### src/rtl/uart_tx_arbiter.sv
// Round-robin arbiter that lets N_REQ byte sources share one UART transmitter.
// A grant loads the winner's byte, pulses req_ready/uart_wr_en for one cycle,
// then waits for the transmitter to show busy and go idle again. A watchdog on
// the busy handshake drops the byte and raises a sticky error if it never comes.
module uart_tx_arbiter #(
    parameter int N_REQ   = 4,
    parameter int TIMEOUT = 15
) (
    input  logic                       clk_50m,
    input  logic                       rst_n,
    input  logic [N_REQ-1:0]           req_valid,
    input  logic [8*N_REQ-1:0]         req_data,
    output logic [N_REQ-1:0]           req_ready,
    input  logic                       tx_busy,
    output logic [7:0]                 uart_din,
    output logic                       uart_wr_en,
    output logic [$clog2(N_REQ)-1:0]   grant_id,
    output logic                       active,
    input  logic                       err_clr,
    output logic                       timeout_err
);

    localparam int GW = $clog2(N_REQ);
    localparam int CW = $clog2(TIMEOUT + 1);

    typedef enum logic [1:0] {
        IDLE,
        ISSUE,
        WAIT_BUSY,
        WAIT_DONE
    } state_t;

    state_t            state_q;
    logic [N_REQ-1:0]  ready_q;
    logic [7:0]        din_q;
    logic              wr_en_q;
    logic [GW-1:0]     grant_q;
    logic [GW-1:0]     last_q;
    logic              active_q;
    logic              err_q;
    logic [CW-1:0]     cnt_q;

    logic [GW-1:0]     win_d;
    logic [7:0]        din_d;
    logic [N_REQ-1:0]  ready_d;
    logic              grant_d;
    logic [CW-1:0]     cnt_d;
    logic              timeout_d;

    // First set bit strictly above the last winner, else first set bit from 0.
    function automatic logic [GW-1:0] rr_pick(input logic [N_REQ-1:0] vld,
                                              input logic [GW-1:0]    last);
        logic [GW-1:0] pick;
        logic          found;
        pick  = '0;
        found = 1'b0;
        for (int i = 0; i < N_REQ; i++) begin
            if (!found && vld[i] && (i > int'(last))) begin
                pick  = GW'(i);
                found = 1'b1;
            end
        end
        for (int i = 0; i < N_REQ; i++) begin
            if (!found && vld[i]) begin
                pick  = GW'(i);
                found = 1'b1;
            end
        end
        return pick;
    endfunction

    // Winner selection, its byte and one-hot ready, and watchdog next values.
    always_comb begin
        win_d   = rr_pick(req_valid, last_q);
        din_d   = '0;
        ready_d = '0;
        for (int i = 0; i < N_REQ; i++) begin
            if (win_d == GW'(i)) begin
                din_d      = req_data[8*i +: 8];
                ready_d[i] = 1'b1;
            end
        end
        grant_d   = (state_q == IDLE) && !tx_busy && (|req_valid);
        cnt_d     = (cnt_q == CW'(TIMEOUT)) ? cnt_q : cnt_q + 1'b1;
        timeout_d = (state_q == WAIT_BUSY) && !tx_busy && (cnt_d == CW'(TIMEOUT));
    end

    // Transfer FSM with all handshake outputs registered alongside the state.
    always_ff @(posedge clk_50m or negedge rst_n) begin
        if (!rst_n) begin
            state_q  <= IDLE;
            ready_q  <= '0;
            din_q    <= '0;
            wr_en_q  <= 1'b0;
            grant_q  <= '0;
            last_q   <= GW'(N_REQ - 1);
            active_q <= 1'b0;
            cnt_q    <= '0;
        end else begin
            ready_q <= '0;
            wr_en_q <= 1'b0;
            case (state_q)
                IDLE: begin
                    if (grant_d) begin
                        din_q    <= din_d;
                        grant_q  <= win_d;
                        last_q   <= win_d;
                        ready_q  <= ready_d;
                        wr_en_q  <= 1'b1;
                        active_q <= 1'b1;
                        state_q  <= ISSUE;
                    end
                end
                ISSUE: begin
                    cnt_q   <= '0;
                    state_q <= WAIT_BUSY;
                end
                WAIT_BUSY: begin
                    if (tx_busy) begin
                        state_q <= WAIT_DONE;
                    end else begin
                        cnt_q <= cnt_d;
                        if (timeout_d) begin
                            state_q  <= IDLE;
                            active_q <= 1'b0;
                        end
                    end
                end
                WAIT_DONE: begin
                    if (!tx_busy) begin
                        state_q  <= IDLE;
                        active_q <= 1'b0;
                    end
                end
                default: begin
                    state_q  <= IDLE;
                    active_q <= 1'b0;
                end
            endcase
        end
    end

    // Sticky watchdog flag; a new timeout outranks a simultaneous clear.
    always_ff @(posedge clk_50m or negedge rst_n) begin
        if (!rst_n) begin
            err_q <= 1'b0;
        end else if (timeout_d) begin
            err_q <= 1'b1;
        end else if (err_clr) begin
            err_q <= 1'b0;
        end
    end

    assign req_ready   = ready_q;
    assign uart_din    = din_q;
    assign uart_wr_en  = wr_en_q;
    assign grant_id    = grant_q;
    assign active      = active_q;
    assign timeout_err = err_q;

endmodule

### config.mk
export PLATFORM = sky130hd
export DESIGN_NAME = uart_tx_arbiter
export DESIGN_NICKNAME = d
export VERILOG_FILES = /design/src/rtl/uart_tx_arbiter.sv
export SDC_FILE = /design/constraint.sdc
export NUM_CORES = 1
export LEC_CHECK = 0
export ABC_AREA = 1
export BUFFER_PORTS_ARGS = -buffer_cell sky130_fd_sc_hd__buf_2
export CAP_MARGIN = 20
export CORE_ASPECT_RATIO = 0.5
export CORE_UTILIZATION = 40
export CTS_CLUSTER_DIAMETER = 50
export CTS_CLUSTER_SIZE = 25
export DETAILED_ROUTE_END_ITERATION = 8
export PLACE_DENSITY = 0.76
export SLEW_MARGIN = 20
export SYNTH_ARGS = -nofsm -noshare
export SYNTH_HDL_FRONTEND = slang
export SYNTH_SLANG_ARGS = --single-unit
### constraint.sdc
create_clock -name clk_50m -period 1.7 [get_ports clk_50m]
set_clock_uncertainty 0.1 [all_clocks]
set_input_delay 0.17 -clock clk_50m [delete_from_list [all_inputs] [get_ports clk_50m]]
set_output_delay 0.17 -clock clk_50m [all_outputs]
set_load 0.1 [all_outputs]
==> results of run 1 <==
## area by class of cell
| type | count | area [sq um] | share of cell area, % |
|---|---|---|---|
| Tap cell | 48 | 60.1 | 2.84 |
| Inverter | 18 | 67.6 | 3.20 |
| Timing Repair Buffer | 78 | 458 | 21.7 |
| Sequential cell | 25 | 628 | 29.7 |
| Clock buffer | 4 | 45.0 | 2.13 |
| Multi-Input combinational cell | 138 | 853 | 40.4 |
## state kept, by name (all words and copies together) (netlist names)
signal,cells
cnt_q,4
grant_id,2
req_ready,4
timeout_err,1
state_q,2
uart_wr_en,1
uart_din,8
active,1
last_q,2
## per-stage QoR
stage	util [%]	TNS (ns)	cells
after detailed placement	57.3	-1.29	296
after CTS	61.2	-0.983	306
final	65.9	-1.54	311
after floorplan	-	-0.00483	184
after global placement	57.3	-0.616	296
after global routing	65.9	-2.88	311
## worst paths after layout
kind | to | slack [ns] | cells past startpoint
worst min-delay path | active$_DFFE_PN0P_ | 0.09 | 3
min in group asynchronous | req_ready[2]$_DFF_PN0_ | 0.31 | 2
max in group asynchronous | last_q[0]$_DFFE_PN1P_ | 0.82 | 2
worst min register to register | grant_id[0]$_DFFE_PN0P_ | 0.38 | 2
worst max register to register | uart_din[4]$_DFFE_PN0P_ | -0.20 | 11
worst max-delay path | uart_din[4]$_DFFE_PN0P_ | -0.20 | 11
## cells in the final DEF (no fill, tap or decap), types with 2 or more instances in the layout
cell	n
buf_2	56
nor2_2	2
nor2_4	2
clkbuf_8	3
nand2_1	51
o21ai_1	5
o22ai_1	2
o21ai_2	7
inv_2	2
nand2_2	14
dlygate4sd3_1	2
nand4_1	7
buf_6	2
nand3_1	15
nor2_1	6
nand3_2	3
buf_4	18
inv_1	15
nor3_1	2
dfstp_2	2
o21ai_0	5
a21oi_1	2
dfrtp_1	23
a21oi_4	2
nand2_4	2
## worst max-delay path, cell delays in order, from the launching register on
cell	delay, ns
dfstp_2	0.56
nor2_1	0.06
nand2_2	0.08
nand2_2	0.07
nor2_4	0.18
nand3_2	0.15
nand2_4	0.15
buf_4	0.14
nand4_1	0.12
nand4_1	0.13
nand2_1	0.06
nand2_1	0.06
## cell usage after synthesis, drive strengths merged
master / count / share of area (%)
nand2: 67 / 20
dfrtp: 23 / 40
nand3: 19 / 6.9
inv: 17 / 4.4
o21ai: 17 / 6.2
nor2: 10 / 3.6
nand4: 8 / 4.5
a21oi: 4 / 2.4
buf: 4 / 2.4
nor3: 3 / 1.0
dfstp: 2 / 3.6
o22ai: 2 / 0.87
or2: 2 / 0.87
a21boi: 1 / 0.52
a31oi: 1 / 0.43
clkinv: 1 / 0.26
ha: 1 / 0.87
o31ai: 1 / 0.52
xor2: 1 / 0.61
## cells by family after synthesis
group,after synthesis
adders and majority gates,1
DFF,25
xor gates and xnor gates,1
and+or+nand+nor,109
AOI/OAI and AO/OA,26
buffers and inverters,22
## repair_timing
item,in CTS,in global routing
hold buffers,2,0
setup endpoints to repair,16,19
pin swaps,4,12
setup buffers,3,6
resized for setup,10,32
cloned,1,0
hold endpoints to repair,24,0
## per-layer routing
layer  vias to the layer above  track usage [%]  wire (microns)
li1                        766                -               -
met1                       722             25.8            1740
met2                        46             35.0            1990
met3                         6             3.36             153
met4                         0             7.00              55
met5                         -                0               0
## power groups by stage
stage               sequential (mW)  clock [mW]  combinational [mW]
global route                   1.01       0.375                3.05
finish                        0.984       0.347                2.88
floorplan                      1.95           0               0.963
detailed placement            0.969           0                2.50
CTS                           0.965       0.348                2.59
global placement              0.964           0                2.43
==> impl_metrics.json, run 1 <==
{
  "status": "complete, but fails checks",
  "violations": "negative setup slack",
  "ctsRootBufferMaster": "clkbuf_8",
  "powerDensity_nw_per_um2": 1990,
  "dpl.hpwl_microns": 2830,
  "synth_area_per_cell_sq_um": 7.83,
  "path_clk_slew_ns": 0.08,
  "firstDrtPassIters": 4,
  "fill_cells": 276,
  "hold_viol_final": 0,
  "synth_nets": 225,
  "crit_type": "reg2reg",
  "synth_seq_cells": 25,
  "synth_top_family_by_area": "simple AND/OR/NAND/NOR gates",
  "grt-ovfl-total": 0,
  "worstMarginPinSlew_ns": 0.540,
  "grt_max_degree": 26,
  "numCtsBuffers": 3,
  "worstHoldStart": "tx_busy",
  "reg2reg_from": "last_q[1]$_DFFE_PN1P_",
  "diodes": 0,
  "die-area_sq_um": 3860,
  "p_int_mw": 1.82,
  "slew_viol_final": 0,
  "dieWidth_microns": 86.9,
  "yosysWarningCount": 0,
  "syn-cell-area_sq_um": 1440,
  "cts_tree": "done",
  "cts_max_level": 1,
  "required_ns": 1.81,
  "max_freq_mhz": 528,
  "clk_latency_ns": 0.26,
  "finalPower_mw": 4.21,
  "final_area_sq_um": 2110,
  "rows": 14,
  "cp-startpoint": "last_q[1]$_DFFE_PN1P_",
  "drc": 0,
  "port_buffers": 56,
  "worstPathMaxFanout": 5,
  "yosys.area_share.xor_xnor_pct": 0.608,
  "critPathArrivalTime_ns": 2.00,
  "ir_drop_mv": 0.875,
  "grt_pass1_vias": 1341,
  "netSwitchingFraction_pct": 56.8,
  "timing.final.crit_share_pct": 111,
  "cts.sinks": 25,
  "sequentialPowerShare_pct": 23.4,
  "drt_iter0_drc": 66,
  "synthSimpleGateAreaFrac_pct": 36.9,
  "layout_setup_ws_ns": -0.195,
  "synth_cells": 184,
  "cap_violations": 0,
  "postRouteAntennaNets": 0,
  "synth.yosys.seq_area_share_pct": 43.6,
  "combPwrFrac_pct": 68.4,
  "drt_wl_total_microns": 3940,
  "grt_pass1_wl_microns": 5830,
  "gp_congestion": 0.809,
  "final.min_clock_period_ns": 1.90,
  "core_sq_um": 3210,
  "clkPwrFrac_pct": 8.2,
  "grtUsageTotal_pct": 20.0,
  "antenna_found_initial": 0,
  "pre_cts_slack_ns": -0.169,
  "hp-class": "in2reg",
  "switchingPower_mw": 2.39,
  "crit_path_end_kind": "register",
  "whs_ns": 0.0890,
  "slew_headroom_pct": 64.0,
  "post_route_cells_drive_above_1_share_pct": 46.8,
  "synth_fa_ha_area_share_pct": 0.868,
  "cp-start-kind": "register",
  "synth_cell_types": 32,
  "setup_violations": 13,
  "syn2layout_area_growth_pct": 46.5,
  "synth-compound-area-share_pct": 10.9,
  "viasPerCell": 4.95,
  "dr_total_vias": 1540,
  "wl_per_cell_microns": 12.7,
  "initial_utilization_pct": 45.0,
  "grt_setup_unrepaired": "yes",
  "leakagePower_nw": 1.13,
  "place_area_sq_um": 1840,
  "finalNetCount": 305,
  "boundaryPins": 57,
  "clock_path_buffers": 2,
  "die-height_microns": 44.4,
  "synthMuxAreaShare_pct": 0
}
(Power assumes the default switching activity.)
==> inputs of run 2 (changes only) <==
CORE_MARGIN = 10   (was not set)
==> run 2 against run 1 <==
Effect of this change: largest cell class unchanged; non-clock buffer count shrank 1; clock power grew 5.8%; the flow still finishes with violations (negative setup slack); hold slack lost 0.028 ns.
==> impl_metrics.json, run 2 (synthesized netlist as in run 1, its figures left out) <==
{
  "status": "complete, but fails checks",
  "violations": "negative setup slack",
  "largest_reg_flops": 8,
  "drt_iter0_drc": 71,
  "hold_viol_final": 0,
  "clock_path_buffers": 2,
  "ctsRootBufferMaster": "clkbuf_8",
  "drc": 0,
  "die-height_microns": 62.4,
  "dieWidth_microns": 105,
  "worstMarginPinSlew_ns": 0.557,
  "layout_setup_ws_ns": -0.140,
  "layout_common_cells": "buf_2 (56), nand2_1 (55), dfrtp_1 (23)",
  "worstPathMaxFanout": 8,
  "cp_slowest_stage_delay_ns": 0.57,
  "crit_path_end_kind": "register",
  "grt_max_degree": 26,
  "required_ns": 1.77,
  "cap_violations": 0,
  "cp-start-kind": "register",
  "hold_path_end": "active$_DFFE_PN0P_",
  "cts_tree": "done",
  "slew_viol_final": 0,
  "grt-ovfl-total": 0,
  "path_clk_slew_ns": 0.09,
  "final_common_cell": "buf_2",
  "setup_violations": 14,
  "clk_latency_ns": 0.27,
  "cts.sinks": 25,
  "die-area_sq_um": 6550,
  "crit_chain": "nor2_2 -> nand2_2 -> nand2_2 -> nor2_4 -> nand4_4 -> nand2_8 -> nand2_4 -> o21ai_2 -> clkinv_1 -> nand2_1 -> nand2_1",
  "firstDrtPassIters": 4,
  "grt_pass1_wl_microns": 7180,
  "reg2reg_from": "last_q[1]$_DFFE_PN1P_",
  "powerDensity_nw_per_um2": 2010,
  "final.min_clock_period_ns": 1.84,
  "worstRegToRegCells": 11,
  "port_buffers": 56,
  "rr_endpoint": "uart_din[3]$_DFFE_PN0P_",
  "grtUsageTotal_pct": 12.7,
  "slew_headroom_pct": 62.8,
  "cts_max_level": 1,
  "drt_wl_total_microns": 4410,
  "dr_total_vias": 1540,
  "fill_cells": 315,
  "timing.final.crit_share_pct": 108,
  "finalNetCount": 303,
  "boundaryPins": 57,
  "ir_drop_mv": 0.661,
  "setup_tns_ns": -1.15,
  "viasPerCell": 4.94,
  "post_route_cells_drive_above_1_share_pct": 44.4,
  "holdPathStages": 3,
  "postRouteAntennaNets": 0,
  "syn2layout_area_growth_pct": 45.2,
  "diodes": 0,
  "core_sq_um": 3450,
  "critPathArrivalTime_ns": 1.91,
  "whs_ns": 0.0607,
  "worstHoldStart": "tx_busy",
  "grt_pass1_vias": 1575,
  "rows": 15,
  "gp_congestion": 0.874,
  "numCtsBuffers": 3,
  "grt_setup_unrepaired": "yes",
  "antenna_found_initial": 0,
  "max_freq_mhz": 543,
  "leakagePower_nw": 1.12,
  "hp-class": "in2reg",
  "dpl.hpwl_microns": 3390,
  "wl_per_cell_microns": 14.1,
  "initial_utilization_pct": 41.7,
  "crit_type": "reg2reg",
  "reg2reg_slack_ns": -0.14,
  "crit_slowest_cell": "dfstp_2"
}
[run 2: cell count changes in the layout (fill, tap and decap cells not counted), sizes merged]
cell and delta:
clkinvlp +1, clkbuf -1, nand2 -1, buf -1
[run 2: per-layer routing]
metal  share of wire, %  track usage (%)  wire (microns)
met1                 39             14.0            1720
met2                 55             23.8            2410
met3                5.0             3.29             219
met4                1.4             3.06              64
met5                  0                0               0
[run 2: through the flow]
stage	cells	cell area (sq um)	util [%]	total power [mW]	worst slack [ns]
finish	312	2090	60.6	4.22	-0.140
global placement	299	1850	53.7	3.45	-0.0782
global route	312	2090	60.6	4.46	-0.278
CTS	308	1990	57.7	4.03	-0.135
floorplan	184	1440	-	2.92	-0.00483
detailed placement	299	1850	53.7	3.51	-0.146
[run 2: worst max-delay path by stage]
stage / to / startpoint / slack, ns / cells after the start
global placement: uart_din[3]$_DFFE_PN0P_ / last_q[1]$_DFFE_PN1P_ / -0.08 / 11
CTS: uart_din[6]$_DFFE_PN0P_ / last_q[0]$_DFFE_PN1P_ / -0.13 / 11
detailed placement: uart_din[3]$_DFFE_PN0P_ / last_q[1]$_DFFE_PN1P_ / -0.15 / 11
finish: uart_din[3]$_DFFE_PN0P_ / last_q[1]$_DFFE_PN1P_ / -0.14 / 11
floorplan: uart_din[3]$_DFFE_PN0P_ / last_q[1]$_DFFE_PN1P_ / -0.005 / 11
global route: uart_din[2]$_DFFE_PN0P_ / last_q[1]$_DFFE_PN1P_ / -0.28 / 11
[run 2: report_power, final]
group | internal [mW] | leakage [nW] | total (mW) | switching, mW
Sequential | 0.829 | 0.319 | 0.982 | 0.153
Clock | 0.166 | 0.0217 | 0.367 | 0.201
Combinational | 0.838 | 0.783 | 2.87 | 2.03
Total | 1.83 | 1.12 | 4.22 | 2.38
[run 2: layout make-up]
class | instances | area [sq um] | share of cell area [%]
timing repair buffer | 77 | 459 | 21.9
clock buffer | 3 | 41.3 | 1.97
inverter | 18 | 67.6 | 3.23
sequential | 25 | 628 | 30.0
tap | 51 | 63.8 | 3.05
multi-input combinational | 137 | 826 | 39.5
clock inverter | 1 | 7.51 | 0.359
[run 2: worst max-delay path: cells and delay by family (launching register included)]
family	cells	cell delay [ns]
AOI/OAI and AO/OA	1	0.13
DFF	1	0.57
buffers and inverters	1	0.07
and+or+nand+nor	9	0.88
[run 2: what timing repair did]
item,4_1_cts,5_1_grt
buffers inserted,3,5
hold endpoints to repair,24,0
hold buffers,2,0
resized for setup,14,18
endpoints found under the setup margin,17,20
pin swaps,7,12
